**src/rtl/aud_recorder.sv**
```systemverilog
// I2S left-channel recorder: captures one left sample per LR frame from the codec ADC
// stream and emits a one-cycle SRAM write strobe with an incrementing word address.
module aud_recorder #(
  parameter int unsigned DATA_W = 16,
  parameter int unsigned ADDR_W = 20
) (
  input  logic              i_bclk,
  input  logic              i_rst_n,
  input  logic              i_adclrck,
  input  logic              i_adcdat,
  input  logic              i_start,
  input  logic              i_pause,
  input  logic              i_stop,
  output logic [DATA_W-1:0] o_data,
  output logic [ADDR_W-1:0] o_address,
  output logic              o_valid,
  output logic              o_recording,
  output logic              o_full
);

  localparam int unsigned       CNT_W    = (DATA_W > 1) ? $clog2(DATA_W) : 1;
  localparam logic [ADDR_W-1:0] MAX_ADDR = {ADDR_W{1'b1}};
  localparam logic [CNT_W-1:0]  LAST_BIT = CNT_W'(DATA_W - 1);

  typedef enum logic [2:0] {
    StIdle,
    StWaitHigh,
    StWaitFall,
    StShift,
    StStore
  } state_e;

  state_e              state_q, state_d;
  logic                lrck_q;
  logic [CNT_W-1:0]    cnt_q, cnt_d;
  logic [DATA_W-1:0]   shift_q, shift_d;
  logic [DATA_W-1:0]   data_q, data_d;
  logic [ADDR_W-1:0]   addr_q, addr_d;
  logic                valid_q, valid_d;
  logic                full_q, full_d;
  logic                lrck_fall;
  logic [DATA_W-1:0]   word;

  assign lrck_fall = lrck_q & ~i_adclrck;
  // Word including the bit arriving on this edge.
  assign word      = {shift_q[DATA_W-2:0], i_adcdat};

  always_comb begin
    state_d = state_q;
    cnt_d   = cnt_q;
    shift_d = shift_q;
    data_d  = data_q;
    addr_d  = addr_q;
    valid_d = 1'b0;
    full_d  = full_q;
    if ((state_q != StIdle) && i_stop) begin
      state_d = StIdle;
    end else begin
      unique case (state_q)
        StIdle: begin
          if (i_start && !i_stop) begin
            addr_d  = '0;
            full_d  = 1'b0;
            state_d = StWaitHigh;
          end
        end
        StWaitHigh: begin
          if (i_adclrck) state_d = StWaitFall;
        end
        StWaitFall: begin
          // The falling edge itself is the I2S one-bit delay; its data bit is ignored.
          if (lrck_fall && !i_pause) begin
            cnt_d   = '0;
            state_d = StShift;
          end
        end
        StShift: begin
          shift_d = word;
          cnt_d   = cnt_q + 1'b1;
          if (cnt_q == LAST_BIT) begin
            data_d  = word;
            valid_d = 1'b1;
            state_d = StStore;
          end
        end
        StStore: begin
          if (addr_q == MAX_ADDR) begin
            full_d  = 1'b1;
            state_d = StIdle;
          end else begin
            addr_d  = addr_q + 1'b1;
            state_d = StWaitHigh;
          end
        end
        default: state_d = StIdle;
      endcase
    end
  end

  always_ff @(posedge i_bclk) begin
    if (!i_rst_n) begin
      state_q <= StIdle;
      lrck_q  <= 1'b1;
      cnt_q   <= '0;
      shift_q <= '0;
      data_q  <= '0;
      addr_q  <= '0;
      valid_q <= 1'b0;
      full_q  <= 1'b0;
    end else begin
      state_q <= state_d;
      lrck_q  <= i_adclrck;
      cnt_q   <= cnt_d;
      shift_q <= shift_d;
      data_q  <= data_d;
      addr_q  <= addr_d;
      valid_q <= valid_d;
      full_q  <= full_d;
    end
  end

  assign o_data      = data_q;
  assign o_address   = addr_q;
  assign o_valid     = valid_q;
  assign o_full      = full_q;
  assign o_recording = (state_q != StIdle);

endmodule
```
**config.mk**
```make
export PLATFORM = sky130hd
export DESIGN_NAME = aud_recorder
export DESIGN_NICKNAME = d
export VERILOG_FILES = /design/src/rtl/aud_recorder.sv
export SDC_FILE = /design/constraint.sdc
export NUM_CORES = 1
export LEC_CHECK = 0
export CAP_MARGIN = 25
export CORE_MARGIN = 2
export CORE_UTILIZATION = 57
export DETAILED_ROUTE_END_ITERATION = 8
export HOLD_SLACK_MARGIN = 0.02
export MAX_ROUTING_LAYER = met4
export PLACE_DENSITY = 0.86
export SLEW_MARGIN = 10
export SYNTH_ARGS = -nofsm -noshare
export SYNTH_HDL_FRONTEND = slang
export SYNTH_SLANG_ARGS = --single-unit
```
**constraint.sdc**
```tcl
create_clock -name i_bclk -period 5 [get_ports i_bclk]
set_input_delay 1.25 -clock i_bclk [delete_from_list [all_inputs] [get_ports i_bclk]]
set_output_delay 1.25 -clock i_bclk [all_outputs]
set_load 0.01 [all_outputs]
```
Word-level counts from Yosys, hierarchy flattened
Cells that the tools add are included.
{"block": "totals", "word_cells": 59, "output_inout_bits": 39, "register_bits": 61}
{"block": "classes", "mux": 15, "n_reduce_logical": 17, "n_bitwise": 5, "n_eq_ne": 12, "addsub": 2}
{"op": "two-way mux 20 bit", "n": 2}
{"op": "case mux 20 bit (2 select lines)", "n": 1}
{"op": "adder 20 x 1 -> 20 bit, second input constant", "n": 1}
{"op": "== test 20 bit, second input constant", "n": 1}
{"op": "case mux 3 bit (5 select lines)", "n": 1}
{"op": "two-way mux 3 bit", "n": 4}
{"op": "!= test 2 bit, second input constant", "n": 6}
{"op": "AND reduction 4 bit", "n": 3}
{"op": "case mux 4 bit (2 select lines)", "n": 1}
{"op": "== test 3 x 2 -> 1 bit, second input constant", "n": 2}
{"op": "AND reduction 3 bit", "n": 2}
{"op": "adder 4 x 1 -> 4 bit, second input constant", "n": 1}
{"op": "== test 4 bit, second input constant", "n": 1}
{"op": "two-way mux 1 bit", "n": 4}
{"op": "two-way mux 4 bit", "n": 1}
{"op": "NOT 1 bit", "n": 4}
{"op": "nonzero test 2 bit", "n": 2}
{"op": "== test 3 x 1 -> 1 bit, second input constant", "n": 1}
{"op": "== test 3 bit, second input constant", "n": 1}
{"op": "logical AND 1 bit", "n": 3}
{"op": "zero test 3 bit", "n": 1}
{"op": "nonzero test 3 bit", "n": 1}
{"op": "OR reduction 3 bit", "n": 1}
{"op": "zero test 1 bit", "n": 2}
{"op": "4 further kinds", "n": 4}

Longest topological paths before layout
Gate-level depths: netlist of run 1.
{"block": "depth", "word_depth": 5, "ltp_mapped": 7, "mapped_depth_nobuf": 6}

Worst setup path before layout of run 1
No wires, ideal clock.
{"block": "synth_timing", "kind": "in2reg", "from": "in i_stop", "to": "reg data_q[10], in the netlist o_data[10]", "stages": 7, "setup_ns": 0.122, "required_time_ns": 4.878, "arrival_time_ns": 2.463, "path_slack_ns": 2.415, "path_cell_list": "nor2_1 > nand3_1 > or2_2 > clkbuf_1 > buf_2 > nand2_1 > a21boi_0"}
{"block": "synth_via", "elab_chain_cells": 3}
{"item": "start, declared", "line": "13", "text": "input logic i_stop,"}
{"item": "logical AND 1 bit", "line": "56", "text": "if ((state_q != StIdle) && i_stop) begin"}
{"item": "NOT 1 bit (no line)"}
{"item": "AND reduction 3 bit (no line)"}
{"item": "end signal, assigned", "line": "115", "text": "data_q <= data_d;"}
{"item": "end, declared", "line": "37", "text": "logic [DATA_W-1:0] data_q, data_d;"}
No other way between the ends.
A chain may end at the register's enable or synchronous reset.

Final worst setup path of run 1
{"block": "layout_timing", "from": "in i_stop", "to": "reg data_q[0], in the netlist o_data[0]"}
Same word-level chain as after synthesis.

==> reports/qor.csv, run 1 <==
stage;metric;value;unit
synthesis;synth_commonest_cells;nand2_1 (84), dfxtp_1 (61), a21boi_0 (31);
global_routing;antenna_found_initial;0;
sta;period_needed;3.24;ns
critical_path;r2r_start;o_address[1];
clock_tree;clk_path_buf_depth;2;
global_routing;grtUsageMet2;38.5;%
sta;fin_ws;1.76;ns
cells_and_area;final_cells;435;
placed_design;place_hpwl;4230;um
floorplanning;dieArea;5410;um^2
global_routing;busiest_layer;met2;
synthesis;postSynthAreaPerCell;8.18;um^2
power_and_ir_drop;finalPower;0.00105;W
placed_design;portBuffers;45;
min_path;min_to;o_data[7];
synthesis;synthArstFlopShare;0;%
critical_path;r2r.worst_path.cells;6;
route;drc_errors;0;
synthesis;synth-edff-count;0;
placed_design;place_ws;1.48;ns
critical_path;path_class;primary input to register;
synthesis;ys_ff_latch;61;
power_and_ir_drop;leakage;1.13;nW
critical_path;startpoint_type;primary input;
synthesis;synth_area;2760;um^2
outcome;status;complete, no violations;
floorplanning;initial_core_util;58.7;%
clock_tree;numCtsBuffers;9;
critical_path;end_kind;register;
clock_tree;cts_resized;0;
placed_design;place_congestion;0.854;
sta;max_freq;309;MHz
floorplanning;num_io_pins;46;
clock_tree;clk-insertion-delay-late;0.33;ns
synthesis;ys_seq_area_share;44.3;%
global_routing;grtUsageMet1;34.5;%
route;first_pass_iters;4;
synthesis;yosysMostFrequentCell;nand2_1;
clock_tree;clock_tree.root_cell;clkbuf_8;
cells_and_area;antennaDiodeCount;0;
sta;relSlewSlack;44.8;%
clock_tree;cts_sinks;61;
min_path;hold_class;register to register;
critical_path;critPathMaxFanout;18;
floorplanning;die_w;73.5;um
clock_tree;ctsHoldBuffers;0;
synthesis;synth_area_leaders;dfxtp_1 (44%), nand2_1 (11%), a21boi_0 (8.4%);
synthesis;syn_inst;337;
global_routing;use_met3;4.94;%
route;routedWlPerCell;14.8;um
critical_path;crit_required;5.25;ns
sta;final_max_slew_viol_count;0;
synthesis;netlist.area_leader.share;44.3;%
critical_path;r2r_end;o_address[18];
power_and_ir_drop;irDropWorstVdd;0.000201;V
route;via_per_inst;5.88;
clock_tree;postCtsSetupBuffers;0;
sta;tns;0;ns
floorplanning;std_cell_rows;25;
min_path;hp-start;o_data[7];
placed_design;place_inst;419;
synthesis;yosysWarnings;0;
route;routed_wl;6460;um
cells_and_area;final_util;73.5;%
clock_tree;htree_levels;3;
route;drt.antenna.violating_nets;0;
job;cap_violations;0;
synthesis;synth_ff_type;dfxtp_1;
sta;setup_viol;0;
min_path;holdPathStages;2;
global_routing;grt_pass1_wl;10800;um
floorplanning;dieHeight;73.5;um
sta;fin_crit_sh;64.7;%
global_routing;grt_pass1_vias;2406;
synthesis;yosys.area.top_type;dfxtp_1;
cells_and_area;drive_gt1_share;7.61;%
clock_tree;cts_tree;yes;
sta;tightest_slew;0.826;ns
route;num_vias;2558;
cells_and_area;areaGrowthSynthToFinish;25.1;%
floorplanning;core_area;4690;um^2
synthesis;ys_types;43;
critical_path;cp.arrival;3.49;ns
power_and_ir_drop;power_density;304;nW/um^2
sta;skew;0.00648;ns
sta;rsz0062_at_grt;false;
critical_path;ff2ff_setup_slack;2.74;ns
route;drt_iter0_markers;183;
sta;hold_viol_final;0;
cells_and_area;fin_nets;385;
global_routing;grt_max_degree;48;
synthesis;synth_nets;346;
clock_tree;clkSlewWorstSetupHoldPaths;0.07;ns
global_routing;grt_usage;26.3;%
global_routing;gr-total-overflow;0;
-- worst max-delay path: stages --
cell and delay [ns]:
clkdlybuf4s50_1 0.49, nor2_1 0.29, nand3_1 0.52, nor2_1 0.42
buf_4 0.26, nand2_1 0.08, a21boi_0 0.17
-- worst max path at each step --
| stage | to | startpoint | slack [ns] |
|---|---|---|---|
| after CTS | o_data[0] | i_stop | 1.78 |
| after global routing | o_data[14] | i_stop | 1.49 |
| after global placement | o_data[2] | i_stop | 1.58 |
| after floorplan | o_data[10] | i_stop | 2.42 |
| after detailed placement | o_data[0] | i_stop | 1.48 |
| final | o_data[0] | i_stop | 1.76 |
-- cell type report --
class / count / area [um^2]
clock inverter: 4 / 95.1
timing repair buffer: 48 / 473
sequential: 61 / 1220
fill: 370 / 1240
clock buffer: 12 / 145
multi-input combinational: 252 / 1430
tap: 54 / 67.6
inverter: 4 / 15.0
-- kinds of logic after synthesis --
family                     share of synthesized area [%]
buffers and inverters                               3.72
adders and majority gates                          0.908
AOI/OAI and AO/OA                                   23.0
DFF                                                 44.3
and+or+nand+nor                                     27.7
muxes                                              0.363
-- where the power goes --
group | internal (W) | switching [W] | total, W
combinational | 0.0000128 | 0.0000144 | 0.0000272
sequential | 0.000487 | 0.00000101 | 0.000488
clock | 0.000345 | 0.000189 | 0.000533
-- metrics by stage --
step                hold WS (ns)  instance area [um^2]
floorplan                  0.441                  2760
global placement           0.445                  3210
detailed placement         0.451                  3210
CTS                        0.464                  3450
global route               0.486                  3450
finish                     0.461                  3450
-- sequential cells by signal (all words and copies together), names as in the netlist --
register and cells:
o_address 20, cnt_q 4, o_data 16, shift_q 15, o_valid 1, o_full 1, lrck_q 1, state_q 3
-- placed cells by master (no fill, tap or decap), types with 7 or more instances in the layout --
cell type         n
nand2_1          84
a21oi_1           9
nor2_1           15
dfxtp_1          61
o21ai_1           7
clkbuf_8         10
nand3_1          10
clkdlybuf4s50_1  45
a21boi_1         14
o21ai_0          18
nand4_1           8
a21boi_0         31
-- layer usage --
layer | part of all wire (%) | up-vias | wire, um
li1 | - | 1260 | -
met1 | 46 | 1209 | 2980
met2 | 46 | 82 | 2990
met3 | 6.1 | 7 | 396
met4 | 1.3 | 0 | 87
met5 | 0 | - | 0
No activity file was read; power rests on OpenSTA's default activity.
==> run 2: changes to the inputs <==
--- a/config.mk
+++ b/config.mk
@@ -7,11 +7,11 @@
 export LEC_CHECK = 0
 export CAP_MARGIN = 25
 export CORE_MARGIN = 2
-export CORE_UTILIZATION = 57
+export CORE_UTILIZATION = 48
 export DETAILED_ROUTE_END_ITERATION = 8
 export HOLD_SLACK_MARGIN = 0.02
 export MAX_ROUTING_LAYER = met4
-export PLACE_DENSITY = 0.86
+export PLACE_DENSITY = 0.77
 export SLEW_MARGIN = 10
 export SYNTH_ARGS = -nofsm -noshare
 export SYNTH_HDL_FRONTEND = slang
==> constraint.sdc (replaced) <==
create_clock -name i_bclk -period 2.7 [get_ports i_bclk]
set_input_delay 0.675 -clock i_bclk [delete_from_list [all_inputs] [get_ports i_bclk]]
set_output_delay 0.675 -clock i_bclk [all_outputs]
set_load 0.01 [all_outputs]
==> run 2 against run 1 <==
  * Register-to-register slack got worse by 2.3 ns
  * Clock skew fell by 0.0012 ns
  * Critical path depth fell by 5
  * Critical path type is now register to output pin
  * Final cell count rose by 5.7%
  * Largest cell class unchanged
  * Sequential cell count did not move
==> reports/qor.csv, run 2 (synthesis gave the netlist of run 1 again) <==
stage;metric;value;unit;change
floorplanning;initial_core_util;49.8;%;was 58.7%
critical_path;cp_slowest_cell;clkdlybuf4s50_1;;was nand3_1
critical_path;ff2ff_setup_slack;0.45;ns;was 2.74 ns
global_routing;antenna_found_initial;0;;unchanged
floorplanning;dieHeight;79.8;um;was 73.5 um
sta;final_max_slew_viol_count;0;;unchanged
clock_tree;cts_resized;0;;unchanged
global_routing;gr-total-overflow;0;;unchanged
global_routing;grt_pass1_wl;10300;um;was 10800 um
clock_tree;clkSlewWorstSetupHoldPaths;0.07;ns;about the same
placed_design;place_congestion;0.821;;was 0.854
cells_and_area;antennaDiodeCount;0;;unchanged
clock_tree;clock_tree.root_cell;clkbuf_8;;unchanged
sta;hold_viol_final;0;;unchanged
floorplanning;die_w;79.8;um;was 73.5 um
clock_tree;postCtsSetupBuffers;0;;unchanged
floorplanning;core_area;5540;um^2;was 4690 um^2
critical_path;critPathMaxFanout;12;;was 18
global_routing;grt_pass1_vias;2331;;was 2406
sta;max_freq;435;MHz;
sta;tns;0;ns;unchanged
cells_and_area;final_util;62.9;%;was 73.5%
cells_and_area;fillCellCount;515;;was 370
power_and_ir_drop;leakage;1.13;nW;about the same
global_routing;grt_max_degree;45;;was 48
placed_design;place_hpwl;4010;um;was 4230 um
sta;skew;0.00526;ns;was 0.00648 ns
critical_path;end_kind;output pin;;was register
route;first_pass_iters;4;;unchanged
critical_path;path_class;register to output pin;;was primary input to register
route;via_per_inst;5.44;;was 5.88
route;routedWlPerCell;13.2;um;was 14.8 um
floorplanning;dieArea;6360;um^2;was 5410 um^2
clock_tree;htree_levels;3;;unchanged
global_routing;grt_usage;21.0;%;was 26.3%
min_path;hold_class;register to register;;unchanged
route;drc_errors;0;;unchanged
cells_and_area;areaGrowthSynthToFinish;26.4;%;was 25.1%
sta;rsz0062_at_grt;false;;unchanged
clock_tree;clk-insertion-delay-late;0.34;ns;was 0.33 ns
cells_and_area;fin_nets;392;;was 385
clock_tree;clk_path_buf_depth;2;;unchanged
critical_path;cp.arrival;1.62;ns;was 3.49 ns
cells_and_area;drive_gt1_share;9.79;%;was 7.61%
sta;setup_viol;0;;unchanged
floorplanning;std_cell_rows;27;;was 25
cells_and_area;largest_reg_flops;20;;unchanged
placed_design;place_inst;444;;was 419
critical_path;crit_required;2.03;ns;was 5.25 ns
clock_tree;cts_tree;yes;;unchanged
floorplanning;num_io_pins;46;;unchanged
power_and_ir_drop;power_density;505;nW/um^2;was 304 nW/um^2
clock_tree;ctsHoldBuffers;0;;unchanged
clock_tree;cts_sinks;61;;unchanged
route;num_vias;2501;;was 2558
clock_tree;numCtsBuffers;9;;unchanged
placed_design;portBuffers;45;;unchanged
sta;period_needed;2.30;ns;
sta;fin_crit_sh;85.1;%;
route;routed_wl;6060;um;was 6460 um
critical_path;cp_cell_sequence;or3_1, clkdlybuf4s50_1;;was clkdlybuf4s50_1, nor2_1, nand3_1, nor2_1, buf_4, nand2_1, a21boi_0
critical_path;cpPeakStageDelay;0.48;ns;was 0.52 ns
cells_and_area;mostFrequentLayoutCells;nand2_1 (84), dfxtp_1 (61), clkdlybuf4s50_1 (45);;unchanged
route;drt_iter0_markers;135;;was 183
sta;relSlewSlack;49.9;%;was 44.8%
cells_and_area;final_common_cell;nand2_1;;unchanged
route;drt.antenna.violating_nets;0;;unchanged
job;cap_violations;0;;unchanged
sta;tightest_slew;0.751;ns;was 0.826 ns
outcome;status;complete, no violations;;unchanged
power_and_ir_drop;irDropWorstVdd;0.000359;V;was 0.000201 V
cells_and_area;final_cells;460;;was 435
critical_path;startpoint_type;register;;was primary input
-- run 2: cell types whose count changed in the layout (fill, tap and decap cells not counted), sizes merged --
cell	delta
clkinvlp	+3
inv	+1
clkinv	+1
buf	+7
clkbuf	-3
bufinv	-2
-- run 2: per-layer routing --
layer  track usage (%)  wire length, um  vias up
met2              30.8             2760       62
met4              11.9               93        0
met1              26.5             2940     1156
li1                  -                -     1274
met5                 -                0        -
met3              4.86              269        9
-- run 2: layout make-up --
cell class	count	area (um^2)	area share, %
repair buffers	55	526	15.1
flip-flops and latches	61	1220	35.1
well taps	72	90.1	2.59
multi-input cells	252	1430	41.1
clock buffers	9	124	3.56
clock inverters	7	75.1	2.16
inverters	4	15.0	0.431
-- run 2: power breakdown --
group	internal, W	total [W]	switching, W
combinational	0.0000255	0.0000517	0.0000262
sequential	0.000901	0.000903	0.00000187
clock	0.000428	0.000805	0.000376
-- run 2: final timing paths --
kind	from	endpoint	depth (start not counted)
min	shift_q[6]	o_data[7]	2
max	state_q[0]	o_recording	2
min reg2reg	shift_q[6]	o_data[7]	2
max reg2reg	o_address[0]	o_address[12]	7
-- run 2: critical path: cells and delay by family (launching register included) --
family / cells / cell delay, ns
buffers and inverters: 1 / 0.48
and+or+nand+nor: 1 / 0.40
DFF: 1 / 0.41
-- run 2: metrics by stage --
stage	hold slack (ns)	power [W]	setup slack, ns	instance area, um^2
6_report	0.466	0.00176	0.402	3480
5_1_grt	0.484	0.00183	0.276	3480
4_1_cts	0.467	0.00178	0.377	3480
3_5_place_dp	0.457	0.000975	0.361	3280
3_3_place_gp	0.445	0.000975	0.392	3280
2_1_floorplan	0.441	0.000955	0.690	2760
==> patch 1: new RTL, settings of run 2 <==
`ADDR_W`: 20 -> 30.
--- a/src/rtl/aud_recorder.sv
+++ b/src/rtl/aud_recorder.sv
@@ -2,7 +2,7 @@
 // stream and emits a one-cycle SRAM write strobe with an incrementing word address.
 module aud_recorder #(
   parameter int unsigned DATA_W = 16,
-  parameter int unsigned ADDR_W = 20
+  parameter int unsigned ADDR_W = 30
 ) (
   input  logic              i_bclk,
   input  logic              i_rst_n,
Interface: changed (resized o_address); port bits go from 46 to 56. No check against the original RTL was run, so the function may have changed too.
==> patch 1 against run 2 <==
  * Synthesized cell count is 26% higher
  * First-iteration DRC count increased by 88%
  * Sequential cell count increased by 10
  * Total power increased by 9.8%
  * Synthesized area increased by 20%
  * Routed wire length up 44%
  * Worst hold slack worse by 0.0091 ns
  * Via count up 34%
  * Die area increased by 19%
  * Setup slack got worse by 0.067 ns
  * Cell area increased by 21%
  * Critical path depth is 5 higher
==> patch 1: results (changes against run 2) <==
* Status: finished clean
* Worst Path Arrival at 2.60 ns (+0.98 ns)
* Worst-path clk slew at 0.09 ns (+0.02 ns)
* Max Used Layer: met4
* CTS H-tree lvls at 3 (unchanged)
* Worst slew margin at 0.613 (+0.114)
* Layout cell share with drive strength beyond 1 at 0.104 (+0.00572)
* Initial antenna violation count at 0 (unchanged)
* Number of flip-flops in the largest register at 30 (+50%)
* Ys async rst share at 0 (unchanged)
* DRT met1 WL at 3.95 mm (+34%)
* Most frequent cells after synthesis: nand2_1 (80), dfxtp_1 (71), a21oi_1 (51)
* DR vias/cell at 5.88 (+8.1%)
* Met2 wire len at 4.11 mm (+49%)
* Gpl congestion at 0.968 (+18%)
* Largest cells by area after synthesis: dfxtp_1 (43%), nand2_1 (9.1%), a21oi_1 (7.7%), nor2_1 (3.2%), a31oi_1 (3.0%)
* Post-Route WL at 8.74 mm (+44%)
* Worst skew pair latency at 0.36 ns (+0.02 ns)
* Net count after synthesis at 432 (+25%)
* M2 GR Usage at 0.377 (+0.0684)
* Syn Area/Cell at 7.81 µm² (-4.5%)
* Clock skew at 0.00805 ns (+0.00280 ns)
* Worst vdd ir at 260 µV (-27%)
* CP max stage cell: or4_1
* Final #Nets at 496 (+27%)
* Vias at 3362 (+34%)
* Met3 wire len at 513 µm (+91%)
* Hold buffers post-CTS at 0 (unchanged)
* DP Area at 4030 µm² (+23%)
* Leakage at 1.38 nW (+22%)
* Total CTS buffers at 9 (unchanged)
* Final antenna diode count at 0 (unchanged)
* Top delay family on crit path: simple AND/OR/NAND/NOR gates
* FILL cells at 574 (+11%)
* Clock Tree Root: clkbuf_8
* Post-CTS setup buffers at 0 (unchanged)
* Initial drt markers at 254 (+88%)
* Crit path max fanout at 6 (-6)
* Met1 usage in global routing at 0.328 (+0.0630)
* Largest net degree at the start of global routing at 36 (-20%)
* First-pass detailed-route iteration total at 5 (+1)
* Post-synth cell types at 53 (+23%)
* Hpwl dp at 6.22 mm (+55%)
* CP max stage delay at 0.71 ns (+0.23 ns)
* Reg2Reg Depth at 7 (unchanged)
* Met3 Use GR at 0.0540 (+0.00539)
* Sequential area share after synthesis at 0.430 (-0.0131)
* Global-route wire length before repair at 14.5 mm (+41%)
* Vias in the first global route at 3044 (+31%)
* Top FF cell, synth: dfxtp_1
* Placed Instances at 556 (+25%)
* Total GRT Usage at 0.251 (+0.0411)
* # port buffers at 55 (+22%)
-- patch 1: worst paths after layout --
kind                                           startpoint                         end  slack [ns]
worst max register to register  o_address[0]$_SDFFE_PN0P_  o_address[29]$_SDFFE_PN0P_        0.34
worst min register to register    o_data[10]$_SDFFE_PN0P_     o_data[10]$_SDFFE_PN0P_        0.46
worst max-delay path            o_address[0]$_SDFFE_PN0P_  o_address[29]$_SDFFE_PN0P_        0.34
worst min-delay path              o_data[10]$_SDFFE_PN0P_     o_data[10]$_SDFFE_PN0P_        0.46
-- patch 1: logic make-up (layout without fill, tap and decap cells) --
kind of cell	Yosys count	count (layout)	share of synthesized area
buffers and inverters	39	108	0.0519
AOI/OAI and AO/OA	119	119	0.224
DFF	71	71	0.430
and+or+nand+nor	187	187	0.271
adders and majority gates	2	2	0.00757
muxes	5	5	0.0151
-- patch 1: area by class of cell --
type | count | area (µm²) | area share
clock buffers | 9 | 124 | 0.0294
clock inverters | 7 | 61.3 | 0.0145
inverters | 12 | 45.0 | 0.0107
multi-input cells | 313 | 1710 | 0.406
flip-flops and latches | 71 | 1420 | 0.337
well taps | 80 | 100 | 0.0237
repair buffers | 80 | 751 | 0.178
-- patch 1: per-stage QoR --
stage | power [W] | utilization | setup slack [ns]
3_3_place_gp | 0.00115 | 0.600 | 0.205
6_report | 0.00193 | 0.627 | 0.335
3_5_place_dp | 0.00115 | 0.600 | 0.155
5_1_grt | 0.00201 | 0.627 | 0.213
2_1_floorplan | 0.00112 | - | 0.495
4_1_cts | 0.00194 | 0.627 | 0.332
-- patch 1: power breakdown --
group	total [W]	switching, W	internal [W]	leakage [nW]
combinational	0.0000760	0.0000433	0.0000327	0.718
clock	0.000804	0.000454	0.000350	0.0888
sequential	0.00105	0.00000336	0.00105	0.572
total	0.00193	0.000501	0.00143	1.38
==> patch 2: new RTL, config.mk and constraints of run 2 <==
Without the edit above. Encoding of `state_e`: now one-hot (5 bits for 5 states).
--- a/src/rtl/aud_recorder.sv
+++ b/src/rtl/aud_recorder.sv
@@ -22,12 +22,12 @@
   localparam logic [ADDR_W-1:0] MAX_ADDR = {ADDR_W{1'b1}};
   localparam logic [CNT_W-1:0]  LAST_BIT = CNT_W'(DATA_W - 1);
 
-  typedef enum logic [2:0] {
-    StIdle,
-    StWaitHigh,
-    StWaitFall,
-    StShift,
-    StStore
+  typedef enum logic [4:0] {
+    StIdle     = 5'b00001,
+    StWaitHigh = 5'b00010,
+    StWaitFall = 5'b00100,
+    StShift    = 5'b01000,
+    StStore    = 5'b10000
   } state_e;
 
   state_e              state_q, state_d;
Function: no difference found for any inputs over 10 cycles, from zero or initial values and one cycle with i_rst_n low; not proved beyond that.
==> patch 2 against run 2 <==
  * Sequential cell count rose by 2
  * Synthesized area grew 1.7%
  * Count of clock-buffer cells in the layout up 1
  * Die area is 1.6% higher
  * Maximum frequency fell by 7.9%
  * Final cell count rose by 1.1%
  * Cell area rose by 2.4%
  * Routed wire length is 8.3% higher
  * Setup slack got worse by 0.20 ns
  * Critical path depth is 2 higher
  * Critical endpoint unchanged
  * Largest cell class unchanged
Power is not compared: it rests on default switching activity, and its combinational part moved more than twofold at a synthesized area within 25%.
==> patch 2: results (changes against run 2) <==
* Top delay family on crit path: simple AND/OR/NAND/NOR gates
* DRT met1 WL at 3.24 mm (+10%)
* Area of the multi-input gates at 1450 µm² (+1.0%)
* Max Used Layer: met4
* Gpl congestion at 0.922 (+12%)
* Signal buffers at 54 (-1.8%)
* Total CTS buffers at 9 (unchanged)
* Syn Area/Cell at 8.25 µm² (+0.83%)
* Worst skew pair latency at 0.34 ns (about the same)
* Placement Setup Slack at 0.243 ns (-0.119 ns)
* Net count after synthesis at 349 (+0.87%)
* Min-Delay Startpoint: shift_q[14]$_SDFFE_PN0P_
* Hpwl dp at 4.48 mm (+12%)
* Reg2Reg Depth at 6 (-1)
* Number of flip-flops in the largest register at 20 (unchanged)
* Worst slew margin at 0.611 (+0.112)
* Critical R2R Launch: o_address[7]$_SDFFE_PN0P_
* Sequential area share after synthesis at 0.450 (+0.00677)
* Layout cell share with drive strength beyond 1 at 0.0916 (-0.00634)
* Hold EP: shift_q[14]$_SDFFE_PN0P_
* Met2 wire len at 2.82 mm (+2.1%)
* Multi-input gates at 255 (+1.2%)
* Fin crit share at 0.924 (+0.0732)
* DP Area at 3340 µm² (+1.6%)
* Met3 wire len at 396 µm (+47%)
* Post-synth cell types at 51 (+19%)
* Vias at 2611 (+4.4%)
* Largest cells by area after synthesis: dfxtp_1 (45%), nand2_1 (7.4%), mux2i_1 (5.7%), nand3_1 (5.0%), a21oi_1 (4.3%)
* Crit path max fanout at 5 (-7)
* Sequential share of cell area at 0.354 (+0.00299)
* Setup crit end: o_recording
* Placed Instances at 449 (+1.1%)
* Layout non-clock buf frac at 0.145 (-0.00565)
* Post-Route WL at 6.56 mm (+8.3%)
* Capturing point of the worst reg2reg path: o_address[19]$_SDFFE_PN0P_
* Setup crit start: state_q[1]$_SDFFE_PP0P_
* Final clock-cell share at 0.0649 (+0.00778)
* M2 GR Usage at 0.307 (-0.00174)
* Status: finished clean
* Invs w/o clock at 5 (+1)
* Global-route wire length before repair at 10.9 mm (+5.7%)
* Initial drt markers at 155 (+15%)
* Largest net degree at the start of global routing at 44 (-2.2%)
* Met3 Use GR at 0.0528 (+0.00417)
* Vias in the first global route at 2306 (-1.1%)
* Worst Path Arrival at 1.82 ns (+0.20 ns)
* R2r setup slk at 0.56 ns (+0.11 ns)
* Final core utilization at 0.640 (+0.0112)
* Post-CTS setup buffers at 0 (unchanged)
* Met1 usage in global routing at 0.311 (+0.0453)
* Hold_ws at 0.460 ns (-0.00644 ns)
* Final #Nets at 397 (+1.3%)
* Seq cells post-synth at 63 (+3.3%)
* Total GRT Usage at 0.223 (+0.0137)
* FILL cells at 494 (-4.1%)
* CLK BUF at 10 (+1)
* Wire per inst at 14.1 µm (+7.1%)
* Clock skew at 0.00789 ns (+0.00263 ns)
* Reg power frac at 0.433
* Most frequent cells after synthesis: dfxtp_1 (63), nand2_1 (55), nand3_1 (28), nor2_1 (28), a21oi_1 (24)
patch 2: changes by cell type in the layout (fill, tap and decap cells not counted), moves of 9 or more:
cell | run 2 | this run
nand3_1 | 10 | 28
a21boi_0 | 31 | 0
nand2_1 | 84 | 55
mux2i_1 | 1 | 16
nand2b_1 | 0 | 9
a21boi_1 | 14 | 1
nor2_1 | 15 | 28
a21oi_1 | 9 | 24
patch 2: cells by family (layout without fill, tap and decap cells):
family / count (synthesis) / count (layout) / synth area share
buffers and inverters: 22 / 75 / 0.0361
multiplexers: 17 / 17 / 0.0611
AND/OR/NAND/NOR: 164 / 164 / 0.285
adder cells (fa/ha/maj): 2 / 2 / 0.00892
flip-flops: 63 / 63 / 0.450
AO/OA/AOI/OAI: 72 / 72 / 0.159
patch 2: tightest hold or removal path, delay by kind of cell, from the launching register on:
kind               cells  cell delay, ns
DFF                    1            0.31
and+or+nand+nor        1            0.05
AOI/OAI and AO/OA      1            0.05
